`config.mk`:
```
export PLATFORM = sky130hd
export DESIGN_NAME = ctrl_pipe_stage
export DESIGN_NICKNAME = d
export VERILOG_FILES = /design/src/rtl/ctrl_pkg.sv /design/src/rtl/ctrl_pipe_stage_hazard.sv /design/src/rtl/ctrl_pipe_stage.sv
export SDC_FILE = /design/constraint.sdc
export NUM_CORES = 1
export LEC_CHECK = 0
export CAP_MARGIN = 10
export CORE_UTILIZATION = 45
export CTS_CLUSTER_DIAMETER = 150
export DETAILED_ROUTE_END_ITERATION = 8
export PLACE_DENSITY_LB_ADDON = 0.08
export RECOVER_POWER = 100
export SETUP_SLACK_MARGIN = 0.2
export SKIP_CTS_REPAIR_TIMING = 1
export SLEW_MARGIN = 20
export SYNTH_ARGS = -nofsm -noshare
export SYNTH_HDL_FRONTEND = slang
export SYNTH_SLANG_ARGS = --single-unit
```
`constraint.sdc`:
```
create_clock -name clk -period 2.7 [get_ports clk]
set_clock_uncertainty 0.15 [all_clocks]
set_input_delay 0.27 -clock clk [delete_from_list [all_inputs] [get_ports clk]]
set_output_delay 0.27 -clock clk [all_outputs]
set_load 0.02 [all_outputs]
```
`src/rtl/ctrl_pkg.sv`:
```
// -----------------------------------------------------------------------------
// ctrl_pkg
// Shared definitions for the control pipeline slice.
//   - Bit positions of the fields inside the decoder's 8-bit control word.
//   - ALU operation codes. ALU_NOP is the op driven for bubbles and at reset.
//   - Encodings of the EX operand forwarding mux selects.
//   - Small field-extraction helpers for the control word.
// -----------------------------------------------------------------------------
package ctrl_pkg;

   localparam int CTRL_W   = 8;

   // Control word layout
   localparam int SELA_LSB = 0;   // [1:0] operand A source select
   localparam int SELB_LSB = 2;   // [3:2] operand B source select
   localparam int MEMRD    = 4;   // load
   localparam int MEMWR    = 5;   // store
   localparam int REGWR    = 6;   // writes the register file
   localparam int DATASEL  = 7;   // 0 = memory data, 1 = ALU result

   // ALU operation codes
   localparam logic [3:0] ALU_AND = 4'b0000;
   localparam logic [3:0] ALU_OR  = 4'b0001;
   localparam logic [3:0] ALU_ADD = 4'b0010;
   localparam logic [3:0] ALU_NOP = 4'b0110;
   localparam logic [3:0] ALU_SLT = 4'b0111;
   localparam logic [3:0] ALU_NOR = 4'b1100;

   // Forwarding mux selects for the EX operands
   typedef enum logic [1:0] {
      FWD_RF  = 2'b00,   // value read from the register file in ID
      FWD_MEM = 2'b01,   // result held in EX/MEM
      FWD_WB  = 2'b10    // result held in MEM/WB
   } fwd_sel_e;

   // Field extraction helpers
   function automatic logic [1:0] ctrl_sel_a(input logic [CTRL_W-1:0] ctrl);
      return ctrl[SELA_LSB +: 2];
   endfunction

   function automatic logic [1:0] ctrl_sel_b(input logic [CTRL_W-1:0] ctrl);
      return ctrl[SELB_LSB +: 2];
   endfunction

endpackage : ctrl_pkg

```
`src/rtl/ctrl_pipe_stage_hazard.sv`:
```
// -----------------------------------------------------------------------------
// ctrl_hazard_unit
// Purely combinational hazard logic for the control pipeline.
//   stall  : load-use hazard between the load in EX and the instruction in ID.
//   fwd_a  : forwarding select for EX operand A (from ex_rs).
//   fwd_b  : forwarding select for EX operand B (from ex_rt).
// Ports
//   id_rs, id_rt, id_rs_used, id_rt_used : source operands of the ID instruction
//   ex_mem_read, ex_rd                   : load flag / destination in EX
//   ex_rs, ex_rt                         : source operands of the EX instruction
//   mem_reg_write, mem_rd                : producer in EX/MEM
//   wb_reg_write, wb_rd                  : producer in MEM/WB
// -----------------------------------------------------------------------------
module ctrl_hazard_unit
   import ctrl_pkg::*;
#(
   parameter int unsigned REG_AW = 3
)(
   input  logic [REG_AW-1:0] id_rs,
   input  logic [REG_AW-1:0] id_rt,
   input  logic              id_rs_used,
   input  logic              id_rt_used,
   input  logic              ex_mem_read,
   input  logic [REG_AW-1:0] ex_rd,
   input  logic [REG_AW-1:0] ex_rs,
   input  logic [REG_AW-1:0] ex_rt,
   input  logic              mem_reg_write,
   input  logic [REG_AW-1:0] mem_rd,
   input  logic              wb_reg_write,
   input  logic [REG_AW-1:0] wb_rd,
   output logic              stall,
   output logic [1:0]        fwd_a,
   output logic [1:0]        fwd_b
);

   // A load result only exists after MEM, so a dependent instruction in ID
   // has to wait one cycle; after that the value is picked up from MEM/WB.
   always_comb begin
      stall = ex_mem_read &
              ((id_rs_used & (id_rs == ex_rd)) |
               (id_rt_used & (id_rt == ex_rd)));
   end

   // The MEM stage holds the younger producer, so it wins over WB.
   always_comb begin
      fwd_a = FWD_RF;
      if (mem_reg_write && (mem_rd == ex_rs)) begin
         fwd_a = FWD_MEM;
      end else if (wb_reg_write && (wb_rd == ex_rs)) begin
         fwd_a = FWD_WB;
      end
   end

   always_comb begin
      fwd_b = FWD_RF;
      if (mem_reg_write && (mem_rd == ex_rt)) begin
         fwd_b = FWD_MEM;
      end else if (wb_reg_write && (wb_rd == ex_rt)) begin
         fwd_b = FWD_WB;
      end
   end

endmodule : ctrl_hazard_unit

```
`src/rtl/ctrl_pipe_stage.sv`:
```
// -----------------------------------------------------------------------------
// ctrl_pipe_stage
// Carries the decoder's 8-bit control word through the ID/EX, EX/MEM and
// MEM/WB boundaries and fans it out as per-stage control. Inserts a bubble
// into EX on a load-use stall or on a branch/jump flush, and selects EX
// operand forwarding sources.
// Ports
//   clk, rst          : clock (rising edge), synchronous active-high reset
//   id_ctrl, id_alu_op: control word and ALU op of the instruction in ID
//   id_rs/rt/rd       : register addresses of the ID instruction
//   id_rs/rt_used     : ID instruction actually reads rs/rt
//   flush_id          : squash the ID instruction (branch taken / jump)
//   stall             : combinational load-use stall (holds PC and IF/ID)
//   ex_*              : EX-stage selA/selB, ALU op, destination
//   fwd_a, fwd_b      : forwarding selects for ALU operands A/B
//   mem_*             : MEM-stage memRead/memWrite, destination
//   wb_*              : WB-stage regWrite/dataSel, destination
// -----------------------------------------------------------------------------
module ctrl_pipe_stage
   import ctrl_pkg::*;
#(
   parameter int unsigned REG_AW  = 3,
   parameter logic [3:0]  NOP_ALU = ALU_NOP
)(
   input  logic              clk,
   input  logic              rst,
   input  logic [7:0]        id_ctrl,
   input  logic [3:0]        id_alu_op,
   input  logic [REG_AW-1:0] id_rs,
   input  logic [REG_AW-1:0] id_rt,
   input  logic [REG_AW-1:0] id_rd,
   input  logic              id_rs_used,
   input  logic              id_rt_used,
   input  logic              flush_id,
   output logic              stall,
   output logic [1:0]        ex_sel_a,
   output logic [1:0]        ex_sel_b,
   output logic [3:0]        ex_alu_op,
   output logic [REG_AW-1:0] ex_rd,
   output logic [1:0]        fwd_a,
   output logic [1:0]        fwd_b,
   output logic              mem_read,
   output logic              mem_write,
   output logic [REG_AW-1:0] mem_rd,
   output logic              wb_reg_write,
   output logic              wb_data_sel,
   output logic [REG_AW-1:0] wb_rd
);

   // ---------------- EX stage (ID/EX register) ----------------
   logic [7:0]        ex_ctrl_q,   ex_ctrl_d;
   logic [3:0]        ex_alu_op_q, ex_alu_op_d;
   logic [REG_AW-1:0] ex_rs_q,     ex_rs_d;
   logic [REG_AW-1:0] ex_rt_q,     ex_rt_d;
   logic [REG_AW-1:0] ex_rd_q,     ex_rd_d;

   // ---------------- MEM stage (EX/MEM register) ----------------
   logic              mem_read_q,      mem_read_d;
   logic              mem_write_q,     mem_write_d;
   logic              mem_reg_write_q, mem_reg_write_d;
   logic              mem_data_sel_q,  mem_data_sel_d;
   logic [REG_AW-1:0] mem_rd_q,        mem_rd_d;

   // ---------------- WB stage (MEM/WB register) ----------------
   logic              wb_reg_write_q, wb_reg_write_d;
   logic              wb_data_sel_q,  wb_data_sel_d;
   logic [REG_AW-1:0] wb_rd_q,        wb_rd_d;

   logic stall_w;
   logic bubble_w;

   ctrl_hazard_unit #(
      .REG_AW (REG_AW)
   ) u_hazard (
      .id_rs         (id_rs),
      .id_rt         (id_rt),
      .id_rs_used    (id_rs_used),
      .id_rt_used    (id_rt_used),
      .ex_mem_read   (ex_ctrl_q[MEMRD]),
      .ex_rd         (ex_rd_q),
      .ex_rs         (ex_rs_q),
      .ex_rt         (ex_rt_q),
      .mem_reg_write (mem_reg_write_q),
      .mem_rd        (mem_rd_q),
      .wb_reg_write  (wb_reg_write_q),
      .wb_rd         (wb_rd_q),
      .stall         (stall_w),
      .fwd_a         (fwd_a),
      .fwd_b         (fwd_b)
   );

   // A stall and a flush both replace the ID instruction with a bubble.
   // When both are set the stall is what the front end sees (PC and IF/ID
   // hold), so the branch in ID resolves again on the following cycle.
   assign bubble_w = stall_w | flush_id;

   always_comb begin
      ex_ctrl_d   = id_ctrl;
      ex_alu_op_d = id_alu_op;
      ex_rs_d     = id_rs;
      ex_rt_d     = id_rt;
      ex_rd_d     = id_rd;
      if (rst || bubble_w) begin
         // Bubble and reset contents are identical for EX.
         ex_ctrl_d   = '0;
         ex_alu_op_d = NOP_ALU;
         ex_rs_d     = '0;
         ex_rt_d     = '0;
         ex_rd_d     = '0;
      end
   end

   always_comb begin
      mem_read_d      = ex_ctrl_q[MEMRD];
      mem_write_d     = ex_ctrl_q[MEMWR];
      mem_reg_write_d = ex_ctrl_q[REGWR];
      mem_data_sel_d  = ex_ctrl_q[DATASEL];
      mem_rd_d        = ex_rd_q;
      if (rst) begin
         mem_read_d      = 1'b0;
         mem_write_d     = 1'b0;
         mem_reg_write_d = 1'b0;
         mem_data_sel_d  = 1'b0;
         mem_rd_d        = '0;
      end
   end

   always_comb begin
      wb_reg_write_d = mem_reg_write_q;
      wb_data_sel_d  = mem_data_sel_q;
      wb_rd_d        = mem_rd_q;
      if (rst) begin
         wb_reg_write_d = 1'b0;
         wb_data_sel_d  = 1'b0;
         wb_rd_d        = '0;
      end
   end

   always_ff @(posedge clk) begin
      ex_ctrl_q       <= ex_ctrl_d;
      ex_alu_op_q     <= ex_alu_op_d;
      ex_rs_q         <= ex_rs_d;
      ex_rt_q         <= ex_rt_d;
      ex_rd_q         <= ex_rd_d;
      mem_read_q      <= mem_read_d;
      mem_write_q     <= mem_write_d;
      mem_reg_write_q <= mem_reg_write_d;
      mem_data_sel_q  <= mem_data_sel_d;
      mem_rd_q        <= mem_rd_d;
      wb_reg_write_q  <= wb_reg_write_d;
      wb_data_sel_q   <= wb_data_sel_d;
      wb_rd_q         <= wb_rd_d;
   end

   // ---------------- Output fan-out ----------------
   assign stall        = stall_w;
   assign ex_sel_a     = ctrl_sel_a(ex_ctrl_q);
   assign ex_sel_b     = ctrl_sel_b(ex_ctrl_q);
   assign ex_alu_op    = ex_alu_op_q;
   assign ex_rd        = ex_rd_q;
   assign mem_read     = mem_read_q;
   assign mem_write    = mem_write_q;
   assign mem_rd       = mem_rd_q;
   assign wb_reg_write = wb_reg_write_q;
   assign wb_data_sel  = wb_data_sel_q;
   assign wb_rd        = wb_rd_q;

endmodule : ctrl_pipe_stage

```
==> results <==
- The setup-violating endpoint count in the final report is 0.
- Summing over every cut layer, the via total after detailed routing is 986.
- After synthesis the netlist holds a flip-flop and latch count of 33.
- Summed over all instances, the cell type with the most area after synthesis is sky130_fd_sc_hd__dfxtp_1.
- The DRC violation count after routing is 0.
- The count of placed standard cells including taps is 200.
- The post-synthesis net count is 152.
- The number of clock sinks seen by CTS is 33.
- The congestion estimate from routability-driven global placement came to 0.794.
- The number of hold violations in the final report is 0.
- The net total in the final layout is 202.
- The final instance area is 1840 um^2.
- The worst flop-to-flop path startpoint is ex_ctrl_q[4].
- During placement, the flow inserted port buffers numbering 51.
- Sorting the synthesized cells by how often they occur yields sky130_fd_sc_hd__dfxtp_1, sky130_fd_sc_hd__a211oi_1, sky130_fd_sc_hd__inv_1, sky130_fd_sc_hd__xnor2_1, sky130_fd_sc_hd__nor2b_1.
- The dominant combinational cell family by area after synthesis is compound AO/OA/AOI/OAI gates.
- After technology mapping, the gate count stands at 126.
- The all-layer global routing usage is 18.3%.
- The first detailed-routing pass ran for 2 iterations.
- Summing every instance area after synthesis gives 1290 um^2.
- Counting along the longest clock path gives a buffer depth of 2.
- The clock latency of the later-clocked register in the worst-skew pair is 0.32 ns.
- The portion of the clock cycle consumed by the worst path in the final layout is 87.6%.
- For this run the aggregate overflow at the end of global routing stands at 0.
- For this configuration, the core starts out at a cell density of 47.2%.
- The maximum frequency from static timing analysis is 423 MHz.
- The synthesized area per cell is 10.2 um^2.
- The worst path in the final design needs a cycle of 2.37 ns, including I/O delays and setup.
- After Yosys synthesis, XOR and XNOR cells account for 12.2% of the synthesized area.
- The portion of synthesized cell area occupied by the leading cell type is 51.2%.
- Sorting the synthesized cells by area gives the leading types as sky130_fd_sc_hd__dfxtp_1, sky130_fd_sc_hd__xnor2_1, sky130_fd_sc_hd__a211oi_1.
- TritonCTS built the clock tree.
- In this run the critical register-to-register path is captured at ex_rt_q[1].
- Across all setup checks in the final design, the least slack found is 0.334 ns.
- Along the worst hold path, the cell count comes to 1.
- The sequential cell area fraction in the yosys report is 51.2%.
- The most repeated cell in the gate-level netlist after synthesis is sky130_fd_sc_hd__dfxtp_1.
- The area fraction in and, or, nand and nor cells after synthesis is 11.4%.
- The H-tree was split into 2 levels.
- In this run the clock root is driven by a sky130_fd_sc_hd__clkbuf_4.
- During synthesis, Yosys emitted a total of 0 warnings.
- The fraction of registers with async set or reset after synthesis is 0%.
- For the worst setup path, the data required time is 2.28 ns.
- The leakage power of the design is 0.781 nW.
- After clock tree synthesis, the clock-pin slew on the worst setup and hold paths is 0.10 ns.
- Setup repair after global routing left no endpoint under its margin.
- The kind of critical path is in2out.
- The setup check on the worst reg-to-reg path leaves a slack of 0.95 ns.
- Fill cells in the final layout number 230.
- Detailed placement ended at an HPWL of 1.89 mm.
- The instance area after placement is 1790 um^2.
- The share of synthesized area spent on multiplexers is 0%.
- The die is 55.6 um tall.
- Timing analysis after detailed placement gives a worst setup slack of 0.407 ns.
- The path with the worst hold slack has its endpoint at wb_data_sel.
- The compound-gate portion of the synthesized area is 14.0%.
- The number of top-level pins is 52.
- Entering global routing, the biggest net connects 22 pins.
- The initial antenna violation count is 0.
- The number of flops mapped to enable cells by yosys is 0.
- The max-slew violation total from the final report is 0.
- In this run the worst path has a maximum fanout of 2.
- The startpoint class of the critical path is an input port.
- The number of cells on the worst reg-to-reg path is 3.
- The flow ran to the end, and the final reports show no timing, DRC or antenna violations.
- The worst pin sits at a relative slew slack of 53.4%.
- The worst min-delay path category is reg2reg.
- Adding up every negative setup slack in the final design gives 0 ns.
- The number of antenna repair diodes is 0.
- Summing the areas of all fa, ha and maj instances in the mapped netlist gives 0% of the synthesized area.
- The first global-routing pass estimated 4.35 mm of wire.
- Compared with the post-synthesis result, the final layout area differs by 42.4%.
- Dividing the detail-routed wire length by the instance count gives 12.1 um.
- Across the VDD grid, the largest voltage drop is 0.377 mV.
- The power per cell area is 490 nW/um^2.
- The most common flop cell mapped by yosys is sky130_fd_sc_hd__dfxtp_1.
- Excluding fillers, the count of instances in the completed layout stands at 208.
- The count of different cell masters after synthesis is 21.
- Wires add up to 2.51 mm.
- The worst-margin pin slew is 0.699 ns.
- The region available for standard cell placement spans 2730 um^2.
- In the final layout, the share of cells above drive strength 1 is 7.91%.
- The count of antenna-violating nets left after detailed routing is 0.
- The ratio of routed vias to standard cells is 4.74.
- The type of destination of the critical path is a primary output.
- After layout, the design draws a total of 901 uW.
- The start point of the worst hold path is mem_data_sel_q.
- After the first detailed-routing iteration, the DRC count stood at 1.
- The floorplan step defined a die boundary enclosing 3090 um^2.
- The worst endpoint data arrival time is 1.95 ns.
- Counting the buffers created by CTS gives 5.
- The via count of the first global-routing pass was 1056.
- Row generation in the floorplan step produced 19 rows.
- Max-cap violations in this run came to 0.
- The width of the chip is 55.6 um.
per-stage QoR:
stage	hold WS, ns	utilization [%]
6_report	0.301	67.3
3_3_place_gp	0.267	65.4
5_1_grt	0.297	67.3
4_1_cts	0.291	67.5
2_1_floorplan	0.214	-
3_5_place_dp	0.275	65.4
how the worst max path moves through the flow:
stage                  to  slack [ns]  startpoint  cells after the start
global placement    stall        0.41    id_rt[1]                      5
global route        stall        0.20    ex_rd[1]                      4
CTS                 stall        0.37    ex_rd[1]                      4
finish              stall        0.33    id_rt[1]                      5
detailed placement  stall        0.41    id_rt[1]                      5
floorplan           stall        0.99    ex_rd[1]                      4
metal layers:
layer  global-route usage (%)  routed length (um)
met5                        0                   0
met4                     8.93                  45
met3                     6.09                 168
met2                     33.9                1290
met1                     17.9                1010
sequential cells by signal, summed over array words and instances, names as in the netlist, 3 cells and up:
name and flops:
ex_alu_op 4, ex_ctrl_q 8, ex_rt_q 3, wb_rd 3, ex_rd 3, mem_rd 3
ex_rs_q 3
area by class of cell:
| cell class | count | area [um^2] | share of cell area (%) |
|---|---|---|---|
| multi-input cells | 63 | 484 | 26.3 |
| flip-flops and latches | 33 | 661 | 35.9 |
| inverters | 19 | 71.3 | 3.88 |
| clock buffers | 5 | 37.5 | 2.04 |
| clock inverters | 3 | 17.5 | 0.952 |
| repair buffers | 54 | 529 | 28.8 |
| well taps | 31 | 38.8 | 2.11 |
logic make-up after synthesis:
family,count (synthesis)
AO/OA/AOI/OAI,23
buffers and inverters,30
AND/OR/NAND/NOR,22
flip-flops,33
XOR/XNOR,18
power by group:
part	leakage (nW)	internal, mW	switching (mW)
Sequential	0.270	0.504	0.0113
Clock	0.0310	0.0981	0.163
Combinational	0.480	0.0716	0.0538
Total	0.781	0.673	0.228
worst max-delay path, stage by stage:
cell	delay [ns]
sky130_fd_sc_hd__clkdlybuf4s50_1	0.43
sky130_fd_sc_hd__xnor2_1	0.22
sky130_fd_sc_hd__and4_2	0.25
sky130_fd_sc_hd__o21a_1	0.10
sky130_fd_sc_hd__dlygate4sd3_1	0.67
placed cells by master, fill, tap and decap left out, drive strengths merged, types with 2 or more instances in the layout:
cell | netlist | final
and2b | 2 | 2
and4 | 4 | 4
xnor2 | 18 | 18
clkbuf | 3 | 6
a211oi | 19 | 19
buf | 8 | 2
clkinv | 0 | 2
dfxtp | 33 | 33
nor2 | 2 | 2
a211o | 2 | 2
nor2b | 10 | 10
inv | 19 | 19
clkdlybuf4s50 | 0 | 24
dlygate4sd3 | 0 | 27
nand4 | 2 | 2
(Power assumes the default switching activity.)
